===== config.mk =====
export PLATFORM = sky130hd
export DESIGN_NAME = param_multicycle_processor_flat
export DESIGN_NICKNAME = d
export VERILOG_FILES = /design/src/rtl/param_multicycle_processor_if.sv /design/src/rtl/param_multicycle_processor.sv /design/src/flat_wrapper.sv
export SDC_FILE = /design/constraint.sdc
export NUM_CORES = 1
export LEC_CHECK = 0
export CORE_ASPECT_RATIO = 1.1
export CORE_MARGIN = 2
export CORE_UTILIZATION = 55
export DETAILED_ROUTE_END_ITERATION = 10
export PLACE_DENSITY = 0.76
export SKIP_CTS_REPAIR_TIMING = 1
export SLEW_MARGIN = 20
export SYNTH_ARGS = -nofsm -noshare
export SYNTH_HDL_FRONTEND = slang
export SYNTH_SLANG_ARGS = --single-unit

===== constraint.sdc =====
create_clock -name Clk -period 6.4 [get_ports Clk]
set_input_delay 1.28 -clock Clk [delete_from_list [all_inputs] [get_ports Clk]]
set_output_delay 1.28 -clock Clk [all_outputs]
set_load 0.005 [all_outputs]

===== src/rtl/param_multicycle_processor_if.sv =====
`default_nettype none
// ============================================================================
// Module   : param_multicycle_processor_if
// Brief    : Instruction-ROM and data-RAM bus of the multicycle processor.
// Revision : 1.0 - initial release
// ============================================================================
interface param_multicycle_processor_if #(
    parameter int DATA_W = 16,
    parameter int PC_W   = 7
) ();
    logic [PC_W-1:0]   Imem_Addr;
    logic [15:0]       Imem_Data;
    logic [7:0]        D_Addr;
    logic              D_Wr;
    logic [DATA_W-1:0] D_WrData;
    logic [DATA_W-1:0] D_RdData;

    modport master (
        output Imem_Addr,
        output D_Addr,
        output D_Wr,
        output D_WrData,
        input  Imem_Data,
        input  D_RdData
    );

    modport slave (
        input  Imem_Addr,
        input  D_Addr,
        input  D_Wr,
        input  D_WrData,
        output Imem_Data,
        output D_RdData
    );
endinterface
`default_nettype wire


===== src/rtl/param_multicycle_processor.sv =====
`default_nettype none
// ============================================================================
// Module   : param_multicycle_processor
// Brief    : Multicycle core: control FSM, 16-entry register file and ALU.
// Revision : 1.0 - initial release
// ============================================================================
module param_multicycle_processor #(
    parameter int              DATA_W   = 16,
    parameter int              PC_W     = 7,
    parameter logic [PC_W-1:0] RESET_PC = '0
) (
    input  wire logic                Clk,
    input  wire logic                Reset,
    input  wire logic                Run,
    param_multicycle_processor_if.master bus,
    output logic [15:0]              IR_Out,
    output logic [PC_W-1:0]          PC_Out,
    output logic [3:0]               State,
    output logic [3:0]               NextState,
    output logic [DATA_W-1:0]        ALU_A,
    output logic [DATA_W-1:0]        ALU_B,
    output logic [DATA_W-1:0]        ALU_Out,
    output logic                     Halted
);

    localparam logic [3:0] c_ST_INIT   = 4'd0;
    localparam logic [3:0] c_ST_FETCH  = 4'd1;
    localparam logic [3:0] c_ST_DECODE = 4'd2;
    localparam logic [3:0] c_ST_NOOP   = 4'd3;
    localparam logic [3:0] c_ST_LOAD_A = 4'd4;
    localparam logic [3:0] c_ST_LOAD_B = 4'd5;
    localparam logic [3:0] c_ST_STORE  = 4'd6;
    localparam logic [3:0] c_ST_ALU    = 4'd7;
    localparam logic [3:0] c_ST_BRANCH = 4'd8;
    localparam logic [3:0] c_ST_HALT   = 4'd9;

    localparam logic [3:0] c_OP_STORE = 4'b0001;
    localparam logic [3:0] c_OP_LOAD  = 4'b0010;
    localparam logic [3:0] c_OP_ADD   = 4'b0011;
    localparam logic [3:0] c_OP_SUB   = 4'b0100;
    localparam logic [3:0] c_OP_HALT  = 4'b0101;
    localparam logic [3:0] c_OP_AND   = 4'b0110;
    localparam logic [3:0] c_OP_OR    = 4'b0111;
    localparam logic [3:0] c_OP_XOR   = 4'b1000;
    localparam logic [3:0] c_OP_BEQZ  = 4'b1001;
    localparam logic [3:0] c_OP_JMP   = 4'b1010;

    logic [3:0]        r_state;
    logic [3:0]        w_next_state;
    logic [PC_W-1:0]   r_pc;
    logic [15:0]       r_ir;
    logic [DATA_W-1:0] r_rf [16];

    logic [3:0]        w_op;
    logic [DATA_W-1:0] w_a;
    logic [DATA_W-1:0] w_b;
    logic [DATA_W-1:0] w_alu;

    logic              w_d_wr;
    logic              w_ir_load;
    logic              w_pc_load;
    logic              w_rf_we;
    logic [3:0]        w_rf_waddr;
    logic [DATA_W-1:0] w_rf_wdata;

    assign w_op = r_ir[15:12];
    assign w_a  = r_rf[r_ir[11:8]];
    assign w_b  = r_rf[r_ir[7:4]];

    always_comb begin
        w_alu = '0;
        case (w_op)
            c_OP_ADD: w_alu = w_a + w_b;
            c_OP_SUB: w_alu = w_a - w_b;
            c_OP_AND: w_alu = w_a & w_b;
            c_OP_OR:  w_alu = w_a | w_b;
            c_OP_XOR: w_alu = w_a ^ w_b;
            default:  w_alu = '0;
        endcase
    end

    // State register
    always_ff @(posedge Clk) begin
        if (Reset) begin
            r_state <= c_ST_INIT;
        end else begin
            r_state <= w_next_state;
        end
    end

    // Next-state logic; reset forces INIT so NextState reflects it immediately
    always_comb begin
        w_next_state = r_state;
        case (r_state)
            c_ST_INIT:   w_next_state = c_ST_FETCH;
            c_ST_FETCH:  w_next_state = Run ? c_ST_DECODE : c_ST_FETCH;
            c_ST_DECODE: begin
                case (w_op)
                    c_OP_LOAD:  w_next_state = c_ST_LOAD_A;
                    c_OP_STORE: w_next_state = c_ST_STORE;
                    c_OP_ADD,
                    c_OP_SUB,
                    c_OP_AND,
                    c_OP_OR,
                    c_OP_XOR:   w_next_state = c_ST_ALU;
                    c_OP_HALT:  w_next_state = c_ST_HALT;
                    c_OP_BEQZ,
                    c_OP_JMP:   w_next_state = c_ST_BRANCH;
                    default:    w_next_state = c_ST_NOOP;
                endcase
            end
            c_ST_NOOP,
            c_ST_STORE,
            c_ST_ALU,
            c_ST_LOAD_B,
            c_ST_BRANCH: w_next_state = c_ST_FETCH;
            c_ST_LOAD_A: w_next_state = c_ST_LOAD_B;
            c_ST_HALT:   w_next_state = c_ST_HALT;
            default:     w_next_state = c_ST_INIT;
        endcase
        if (Reset) begin
            w_next_state = c_ST_INIT;
        end
    end

    // Per-state control outputs
    always_comb begin
        w_d_wr     = 1'b0;
        w_ir_load  = 1'b0;
        w_pc_load  = 1'b0;
        w_rf_we    = 1'b0;
        w_rf_waddr = r_ir[3:0];
        w_rf_wdata = w_alu;
        case (r_state)
            c_ST_FETCH:  w_ir_load = Run;
            c_ST_STORE:  w_d_wr    = 1'b1;
            c_ST_LOAD_B: begin
                w_rf_we    = 1'b1;
                w_rf_waddr = r_ir[11:8];
                w_rf_wdata = bus.D_RdData;
            end
            c_ST_ALU:    w_rf_we   = 1'b1;
            c_ST_BRANCH: w_pc_load = (w_op == c_OP_JMP) ||
                                     ((w_op == c_OP_BEQZ) && (w_a == '0));
            default:     w_d_wr    = 1'b0;
        endcase
    end

    // PC, IR and register file
    always_ff @(posedge Clk) begin
        if (Reset) begin
            r_pc <= RESET_PC;
            r_ir <= '0;
            for (int i = 0; i < 16; i++) begin
                r_rf[i] <= '0;
            end
        end else begin
            if (w_ir_load) begin
                r_ir <= bus.Imem_Data;
                r_pc <= r_pc + PC_W'(1);
            end else if (w_pc_load) begin
                r_pc <= r_ir[PC_W-1:0];
            end
            if (w_rf_we) begin
                r_rf[w_rf_waddr] <= w_rf_wdata;
            end
        end
    end

    assign bus.Imem_Addr = r_pc;
    assign bus.D_Addr    = r_ir[7:0];
    assign bus.D_Wr      = w_d_wr;
    assign bus.D_WrData  = w_a;

    assign IR_Out    = r_ir;
    assign PC_Out    = r_pc;
    assign State     = r_state;
    assign NextState = w_next_state;
    assign ALU_A     = w_a;
    assign ALU_B     = w_b;
    assign ALU_Out   = w_alu;
    assign Halted    = (r_state == c_ST_HALT);

endmodule
`default_nettype wire

===== src/flat_wrapper.sv =====
// flat-port wrapper written by rule: the top's interface ports become plain ports
module param_multicycle_processor_flat 
#(
    parameter int              DATA_W   = 16,
    parameter int              PC_W     = 7,
    parameter logic [PC_W-1:0] RESET_PC = '0
)
  (Clk, Reset, Run, IR_Out, PC_Out, State, NextState, ALU_A, ALU_B, ALU_Out, Halted, bus_Imem_Addr, bus_D_Addr, bus_D_Wr, bus_D_WrData, bus_Imem_Data, bus_D_RdData);
  param_multicycle_processor_if #(.DATA_W(DATA_W), .PC_W(PC_W)) bus_i ();
  input  wire logic Clk;
  input  wire logic Reset;
  input  wire logic Run;
  output logic [15:0] IR_Out;
  output logic [PC_W-1:0] PC_Out;
  output logic [3:0] State;
  output logic [3:0] NextState;
  output logic [DATA_W-1:0] ALU_A;
  output logic [DATA_W-1:0] ALU_B;
  output logic [DATA_W-1:0] ALU_Out;
  output logic Halted;
  output wire logic [$bits(bus_i.Imem_Addr)-1:0] bus_Imem_Addr;
  output wire logic [$bits(bus_i.D_Addr)-1:0] bus_D_Addr;
  output wire logic [$bits(bus_i.D_Wr)-1:0] bus_D_Wr;
  output wire logic [$bits(bus_i.D_WrData)-1:0] bus_D_WrData;
  input wire logic [$bits(bus_i.Imem_Data)-1:0] bus_Imem_Data;
  input wire logic [$bits(bus_i.D_RdData)-1:0] bus_D_RdData;
  assign bus_Imem_Addr = bus_i.Imem_Addr;
  assign bus_D_Addr = bus_i.D_Addr;
  assign bus_D_Wr = bus_i.D_Wr;
  assign bus_D_WrData = bus_i.D_WrData;
  assign bus_i.Imem_Data = bus_Imem_Data;
  assign bus_i.D_RdData = bus_D_RdData;
  param_multicycle_processor #(.DATA_W(DATA_W), .PC_W(PC_W), .RESET_PC(RESET_PC)) u_core (.Clk(Clk), .Reset(Reset), .Run(Run), .bus(bus_i), .IR_Out(IR_Out), .PC_Out(PC_Out), .State(State), .NextState(NextState), .ALU_A(ALU_A), .ALU_B(ALU_B), .ALU_Out(ALU_Out), .Halted(Halted));
endmodule

# [Word-level counts from Yosys, hierarchy flattened]
# Memories as Yosys holds them, arrays and structs flattened. A register that Yosys moved wholly into a read port is not among the register bits.
# Index checks and enable logic that the tools add are counted.
[totals] ff_bits=27 latchBits=0 ram_bits=256 rom_bits=64 in_bits=35 wordCells=61 memories=2
[memory_table] memory="u_core.r_rf" depth=16 width=16 rd=2 rd_ports_with_merged_regs=2 write_ports=16 line_no="param_multicycle_processor.sv:52" rtl="logic [DATA_W-1:0] r_rf [16];"
[memory_table] memory="(name not given)" depth=16 width=4 rd=1 rd_ports_with_merged_regs=1 write_ports=0 line_no="param_multicycle_processor.sv:98" rtl="case (w_op)"
[op_classes] add_sub_neg=3 multipliers=0 n_div=0 order_cmp=0 eq_ne=16 shift=0 mux=26 n_bitwise=3 reduce_logical=8
[op_table] operator="one-hot mux 16 bit (5 select lines)" count=1
[op_table] operator="2-to-1 mux 4 bit" count=9
[op_table] operator="2-to-1 mux 16 bit" count=2
[op_table] operator="== test 4 x 3 -> 1 bit (second input constant)" count=7
[op_table] operator="== test 4 bit (second input constant)" count=5
[op_table] operator="one-hot mux 4 bit (5 select lines)" count=1
[op_table] operator="adder 16 bit" count=1
[op_table] operator="bitwise AND 16 bit" count=1
[op_table] operator="zero test 16 bit" count=1
[op_table] operator="OR 16 bit" count=1
[op_table] operator="OR reduction 16 bit" count=1
[op_table] operator="subtractor 16 bit" count=1
[op_table] operator="XOR 16 bit" count=1
[op_table] operator="2-to-1 mux 7 bit" count=2
[op_table] operator="== test 4 x 2 -> 1 bit (second input constant)" count=3
[op_table] operator="2-to-1 mux 1 bit" count=10
[op_table] operator="adder 7 x 1 -> 7 bit (second input constant)" count=1
[op_table] operator="OR reduction 6 bit" count=1
[op_table] operator="== test 4 x 1 -> 1 bit (second input constant)" count=1
[op_table] operator="zero test 4 bit" count=1
[op_table] operator="2-to-1 mux 2 bit" count=1
[op_table] operator="nonzero test 2 bit" count=1
[op_table] operator="OR reduction 2 bit" count=1
[op_table] operator="logical AND 1 bit" count=1
[op_table] operator="logical OR 1 bit" count=1

# [Logic depth before layout (Yosys ltp)]
# Gate-level depths: netlist (run 1).
[depth] depth_word=8 ltp_mapped=22 depth_no_buf=18

# [Worst setup path after synthesis (run 1)]
# No wires, ideal clock.
[synth_timing] path_kind="register to output" from="reg (tool-made name)" to="out ALU_Out[12]" t_arrival_ns=4.729 required_time_ns=5.120 setup_slack_ns=0.391 stages_incl_launch_ff=22 n_path_buf=4 cell_sequence="dfxtp_1 buf_2 clkbuf_1 clkbuf_1 mux4_2 a22oi_1 nand2_1 inv_1 ha_1 nor2_1 xnor2_1 ha_1 nor2b_1 o21ai_0 a21oi_1 o311a_1 o21ai_0 a21boi_0 or3_1 a31oi_1 clkbuf_1 inv_1"
[synth_rtl] element="end: declaration" line_no="flat_wrapper.sv:19" rtl="output logic [DATA_W-1:0] ALU_Out;"

==> results of run 1 <==
==> cell usage in the layout (no fill, tap or decap), types with 10 or more instances in the layout <==
cell type,count
dfxtp_1,36
nand3b_1,14
clkbuf_16,29
o21ai_0,11
buf_4,85
nor2b_1,15
mux4_2,123
a22oi_1,49
nand3_1,11
clkdlybuf4s50_1,142
nand2_1,97
nor3_1,12
edfxtp_1,256
a21oi_1,39
nor4_1,10
a211oi_1,43
a211oi_2,12
mux2i_1,24
nor2_1,235
inv_1,40
xnor2_1,15
o221ai_1,10
ha_1,52
nand2b_1,25
==> per-layer routing <==
layer  track usage  vias up
met5             0        -
met4         0.147        2
met3        0.0604      176
met2         0.535      967
met1         0.401     6526
li1              -     5499
==> flip-flops by register name, indices dropped and copies added (netlist names), named ones only <==
register,count
u_core.IR_Out,16
u_core.PC_Out,7
u_core.State,4
u_core.r_rf,256
==> cells by family (layout without fill, tap and decap cells) <==
group / after synthesis / count (layout) / share of synthesized area
AND/OR/NAND/NOR: 460 / 460 / 0.121
flip-flops: 295 / 295 / 0.493
AO/OA/AOI/OAI: 216 / 216 / 0.0914
buffers and inverters: 175 / 334 / 0.0524
multiplexers: 157 / 157 / 0.190
adder cells (fa/ha/maj): 55 / 55 / 0.0405
XOR/XNOR: 25 / 25 / 0.0127
==> power by group <==
| group | total [mW] | switching [mW] | internal [mW] |
|---|---|---|---|
| logic | 1.04 | 0.556 | 0.487 |
| registers | 2.21 | 0.0546 | 2.15 |
| clock network | 1.66 | 0.728 | 0.932 |
==> final cells by class <==
class,count,share of cell area
Clock buffer,35,0.0377
Clock inverter,17,0.00719
Inverter,42,0.00774
Multi-Input combinational cell,913,0.395
Sequential cell,295,0.416
Tap cell,414,0.0254
Timing Repair Buffer,240,0.111
==> worst reg2reg max path, delay by kind of cell (launching register included) <==
family / cells / cell delay, ns
AO/OA/AOI/OAI: 9 / 1.90
XOR/XNOR: 1 / 0.16
adder cells (fa/ha/maj): 1 / 0.32
buffers and inverters: 3 / 0.56
flip-flops: 1 / 0.40
multiplexers: 1 / 0.50
AND/OR/NAND/NOR: 4 / 0.82
==> how the worst max path moves through the flow <==
stage	start	to	slack, ns
after floorplan	flip-flop	ALU_Out[12]	0.39
after global placement	flip-flop	ALU_Out[14]	0.07
after detailed placement	flip-flop	ALU_Out[14]	0.04
after CTS	flip-flop	ALU_Out[14]	-0.57
after global routing	flip-flop	ALU_Out[12]	-0.02
final	flip-flop	ALU_Out[12]	0.07
==> flow_metrics.py, run 1 <==
metrics = {
    "route": {
        "met3_length_um": 5950,
        "remaining_drc_errors": 0,
        "ant_nets": 0,
        "top_layer_used": "met5",
        "viasPerCell": 6.73,
        "drtIter0Drc": 1809,
        "post_drt_wl_per_cell_um": 26.6,
        "routed_wl_um": 52100,
        "firstDrtPassIters": 7,
        "dr_wl_met2_um": 25500,
        "vias": 13170,
        "met1Wirelength_um": 18300,
    },
    "clock_tree": {
        "clock-sinks": 295,
        "cts_tree": "done",
        "path_clk_slew_ns": 0.06,
        "cts_buffer_depth": 3,
        "numCtsBuffers": 29,
        "htree_levels": 1,
        "cts-root-buf": "clkbuf_16",
        "clk_latency_ns": 0.55,
    },
    "setup_path": {
        "crit_type": "flip-flop to output pin",
        "slowest_stage": "mux4_2",
        "critPathRequiredTime_ns": 5.12,
        "worst-path-buf-inv": 4,
        "reg2reg_to": "u_core.r_rf[3][12]",
        "crit_top_cell": "a21oi_2",
        "critPathTopFamily": "compound AO/OA/AOI/OAI gates",
        "crit_cells": 19,
        "crit_arrival_ns": 5.05,
        "cp_cell_sequence": "buf_12 -> mux4_2 -> a22oi_2 -> nand2_2 -> nor3_4 -> a21oi_2 -> xnor2_2 -> ha_1 -> a21o_1 -> a21oi_2 -> nor2b_1 -> o311a_1 -> o21ai_2 -> a21boi_2 -> or3_1 -> a31oi_2 -> buf_4 -> inv_1 -> dlymetal6s2s_1",
        "max_stage_delay_ns": 0.50,
        "critPathMaxFanout": 7,
        "r2r_cells": 19,
        "end_kind": "output pin",
        "reg2reg_slack_ns": 1.44,
        "start_kind": "flip-flop",
    },
    "power_and_ir_drop": {
        "p_leak_nw": 7.01,
        "power_density_nw_per_um2": 241,
        "p_total_mw": 4.91,
        "irDropWorstVdd_uv": 181,
    },
    "placed_design": {
        "hpwl_um": 35100,
        "dp_slack_ns": 0.0405,
        "place_area_um2": 19100,
        "place_congestion": 0.961,
        "port_buffers": 146,
        "dp_cells": 1887,
    },
    "sta": {
        "clock_skew_ns": 0.0131,
        "clock.fmax_mhz": 158,
        "fin_ws_ns": 0.0721,
        "hold_viol": 0,
        "slew_viol_final": 0,
        "whs_ns": 0.528,
        "finalSetupViolations": 0,
        "period_needed_ns": 6.33,
        "setup_tns_ns": 0,
        "rsz0062_at_grt": "true",
        "slew_headroom": 0.200,
        "worst_pin_slew_ns": 1.20,
        "finalCritPeriodShare": 0.989,
    },
    "synthesis": {
        "ys_seq_area_frac": 0.493,
        "syn_nets": 1473,
        "synth_area_leaders": "edfxtp_1, mux4_2, nor2_1",
        "ys_ff_latch": 295,
        "async_reset_ff_frac": 0,
        "synth_most_common_cell": "edfxtp_1",
        "yosysTopAreaCellShare": 0.447,
        "synth-edff-count": 256,
        "synthesis.area_um2": 17200,
        "synthCells": 1383,
        "ys_types": 63,
        "ys_warn_count": 0,
        "ys.flop_type": "edfxtp_1",
        "synth_top_cells_by_count": "edfxtp_1, nor2_1, mux4_2, nand2_1, clkbuf_1",
        "avgSynthCellArea_um2": 12.4,
        "yosysTopAreaCell": "edfxtp_1",
    },
    "job": {
        "cap_violations": 0,
    },
    "final_layout": {
        "seqCellArea_um2": 8480,
        "drive_gt1_frac": 0.217,
        "antenna-diode-count": 0,
        "nets": 1611,
        "multi_input_area_um2": 8040,
        "fill_cells": 2143,
        "instances_no_fill": 1956,
        "syn2layout_area_growth_pct": 18.5,
        "final_util": 0.666,
        "final_area_um2": 20400,
    },
    "floorplan": {
        "num_io_pins": 147,
        "dieArea_um2": 32700,
        "dieWidth_um": 173,
        "initial_utilization": 0.562,
        "die_h_um": 189,
        "core_um2": 30600,
        "rows": 67,
    },
    "global_route": {
        "grt_pass1_vias": 13069,
        "track_usage": 0.318,
        "antenna_found_initial": 1,
        "grt_max_degree": 52,
        "grt_pass1_wl_um": 78400,
        "grt_overflow_total": 0,
    },
    "worst_hold_path": {
        "worstHoldPathType": "flip-flop to flip-flop",
        "min_path_cells": 2,
        "min_to": "u_core.State[2]",
    },
    "run_status": {
        "status": "finished, final reports clean",
    },
}
Power figures use the tool's default switching activity.
==> run 2, diff against run 1 <==
--- a/config.mk
+++ b/config.mk
@@ -8,6 +8,7 @@
 export CORE_ASPECT_RATIO = 1.1
 export CORE_MARGIN = 2
 export CORE_UTILIZATION = 55
+export CTS_BUF_LIST = sky130_fd_sc_hd__clkbuf_8
 export DETAILED_ROUTE_END_ITERATION = 10
 export PLACE_DENSITY = 0.76
 export SKIP_CTS_REPAIR_TIMING = 1
==> run 2 against run 1 <==
Compared with the run above:
- clock skew up 0.020 ns
- cell area up 0.41%
- sequential share of layout area down 0.17 points
- critical path depth up 1
- flip-flop and latch count unchanged
- core utilization up 0.27 points
- critical path type unchanged
- critical endpoint unchanged
- largest cell class unchanged
- highest routed layer unchanged
==> flow_metrics.py, run 2 (synthesized netlist as in run 1, its figures left out) <==
metrics = {
    "setup_path": {
        "crit_cells": 20,
        "critPathMaxFanout": 6,
        "slowest_stage": "mux4_2",
        "critPathRequiredTime_ns": 5.12,
        "cp_cell_sequence": "buf_12 -> mux4_2 -> a22oi_2 -> nand2_1 -> buf_6 -> nor3_4 -> a21oi_2 -> xnor2_2 -> ha_1 -> a21o_1 -> a21oi_2 -> nor2b_1 -> o311a_1 -> o21ai_2 -> a21boi_1 -> or3_1 -> a31oi_2 -> buf_4 -> inv_1 -> dlymetal6s2s_1",
        "worst-path-buf-inv": 5,
        "start_kind": "flip-flop",
        "r2r_cells": 20,
        "crit_top_cell": "a21oi_2",
        "crit_arrival_ns": 5.12,
        "critPathTopFamily": "compound AO/OA/AOI/OAI gates",
        "end_kind": "output pin",
        "reg2reg_to": "u_core.r_rf[0][12]",
        "reg2reg_slack_ns": 1.44,
        "crit_type": "flip-flop to output pin",
        "max_stage_delay_ns": 0.51,
    },
    "route": {
        "ant_nets": 0,
        "post_drt_wl_per_cell_um": 26.7,
        "firstDrtPassIters": 7,
        "drtIter0Drc": 1901,
        "routed_wl_um": 53100,
        "remaining_drc_errors": 0,
        "viasPerCell": 6.67,
        "vias": 13287,
    },
    "floorplan": {
        "num_io_pins": 147,
        "rows": 67,
        "die_h_um": 189,
        "dieArea_um2": 32700,
        "core_um2": 30600,
        "initial_utilization": 0.562,
        "dieWidth_um": 173,
    },
    "final_layout": {
        "antenna-diode-count": 0,
        "seqCellArea_um2": 8480,
        "regMostFlops": "u_core.r_rf",
        "multi_input_area_um2": 8050,
        "instances_no_fill": 1993,
        "layout_commonest_cell": "edfxtp_1",
        "final_cell_mix": "edfxtp_1, nor2_1, clkdlybuf4s50_1, mux4_2, nand2_1",
        "fill_cells": 2141,
        "final_util": 0.668,
        "largest_reg_flops": 256,
        "syn2layout_area_growth_pct": 19.0,
        "nets": 1633,
        "drive_gt1_frac": 0.228,
    },
    "placed_design": {
        "place_congestion": 0.961,
        "port_buffers": 146,
        "hpwl_um": 35100,
        "dp_slack_ns": 0.0405,
        "dp_cells": 1887,
    },
    "global_route": {
        "grt_overflow_total": 0,
        "antenna_found_initial": 1,
        "grt_max_degree": 52,
        "grt_pass1_vias": 13128,
        "track_usage": 0.316,
        "grt_pass1_wl_um": 77800,
    },
    "power_and_ir_drop": {
        "p_leak_nw": 7.14,
        "irDropWorstVdd_uv": 133,
        "p_total_mw": 4.88,
        "power_density_nw_per_um2": 239,
    },
    "clock_tree": {
        "path_clk_slew_ns": 0.06,
        "clock-sinks": 295,
        "numCtsBuffers": 47,
        "cts_buffer_depth": 3,
        "cts_tree": "done",
        "htree_levels": 2,
        "clk_latency_ns": 0.60,
        "cts-root-buf": "clkbuf_8",
    },
    "worst_hold_path": {
        "worstHoldPathType": "flip-flop to flip-flop",
        "min_to": "u_core.State[2]",
        "min_path_cells": 2,
    },
    "sta": {
        "finalSetupViolations": 0,
        "rsz0062_at_grt": "true",
        "finalCritPeriodShare": 0.999,
        "worst_pin_slew_ns": 1.17,
        "period_needed_ns": 6.40,
        "hold_viol": 0,
        "fin_ws_ns": 0.00449,
        "slew_viol_final": 0,
        "clock_skew_ns": 0.0327,
        "whs_ns": 0.531,
        "slew_headroom": 0.220,
        "clock.fmax_mhz": 156,
    },
    "run_status": {
        "status": "finished, final reports clean",
    },
    "job": {
        "cap_violations": 0,
    },
}
run 2: cell count changes in the layout (fill, tap and decap cells not counted), sizes merged:
cell	change
inv	+15
clkbuf	+14
clkinv	+10
clkinvlp	-7
buf	+4
bufinv	+1
run 2: worst max path at each step:
stage / from / slack [ns] / to
after floorplan: flip-flop / 0.39 / ALU_Out[12]
after global placement: flip-flop / 0.07 / ALU_Out[14]
final: flip-flop / 0.004 / ALU_Out[12]
after global routing: flip-flop / -0.12 / ALU_Out[12]
after detailed placement: flip-flop / 0.04 / ALU_Out[14]
after CTS: flip-flop / -0.60 / ALU_Out[14]
run 2: report_power, final:
| part | internal, mW | switching [mW] | leakage (nW) |
|---|---|---|---|
| Combinational | 0.489 | 0.561 | 3.65 |
| Clock | 0.838 | 0.782 | 0.525 |
| Sequential | 2.15 | 0.0558 | 2.96 |
| Total | 3.48 | 1.40 | 7.14 |
run 2: through the flow:
stage	TNS [ns]	instance area, µm²
2_1_floorplan	0	17200
3_3_place_gp	0	19100
3_5_place_dp	0	19100
4_1_cts	-1.91	20000
5_1_grt	-0.253	20500
6_report	0	20500
run 2: final cells by class:
cell class	count	area share
clock inverter	36	0.0122
tap	414	0.0253
inverter	42	0.00771
sequential	295	0.414
timing repair buffer	244	0.114
multi-input combinational	913	0.393
clock buffer	49	0.0330
run 2: metal layers:
| metal | wire, µm | track usage |
|---|---|---|
| met5 | 11 | 0 |
| met4 | 2310 | 0.153 |
| met1 | 18400 | 0.395 |
| met2 | 25900 | 0.530 |
| met3 | 6490 | 0.0653 |
run 2: worst min-delay path, stage by stage, from the launching register on:
cell       delay, ns
dfxtp_1         0.30
nand3b_1        0.08
a2111oi_0       0.09
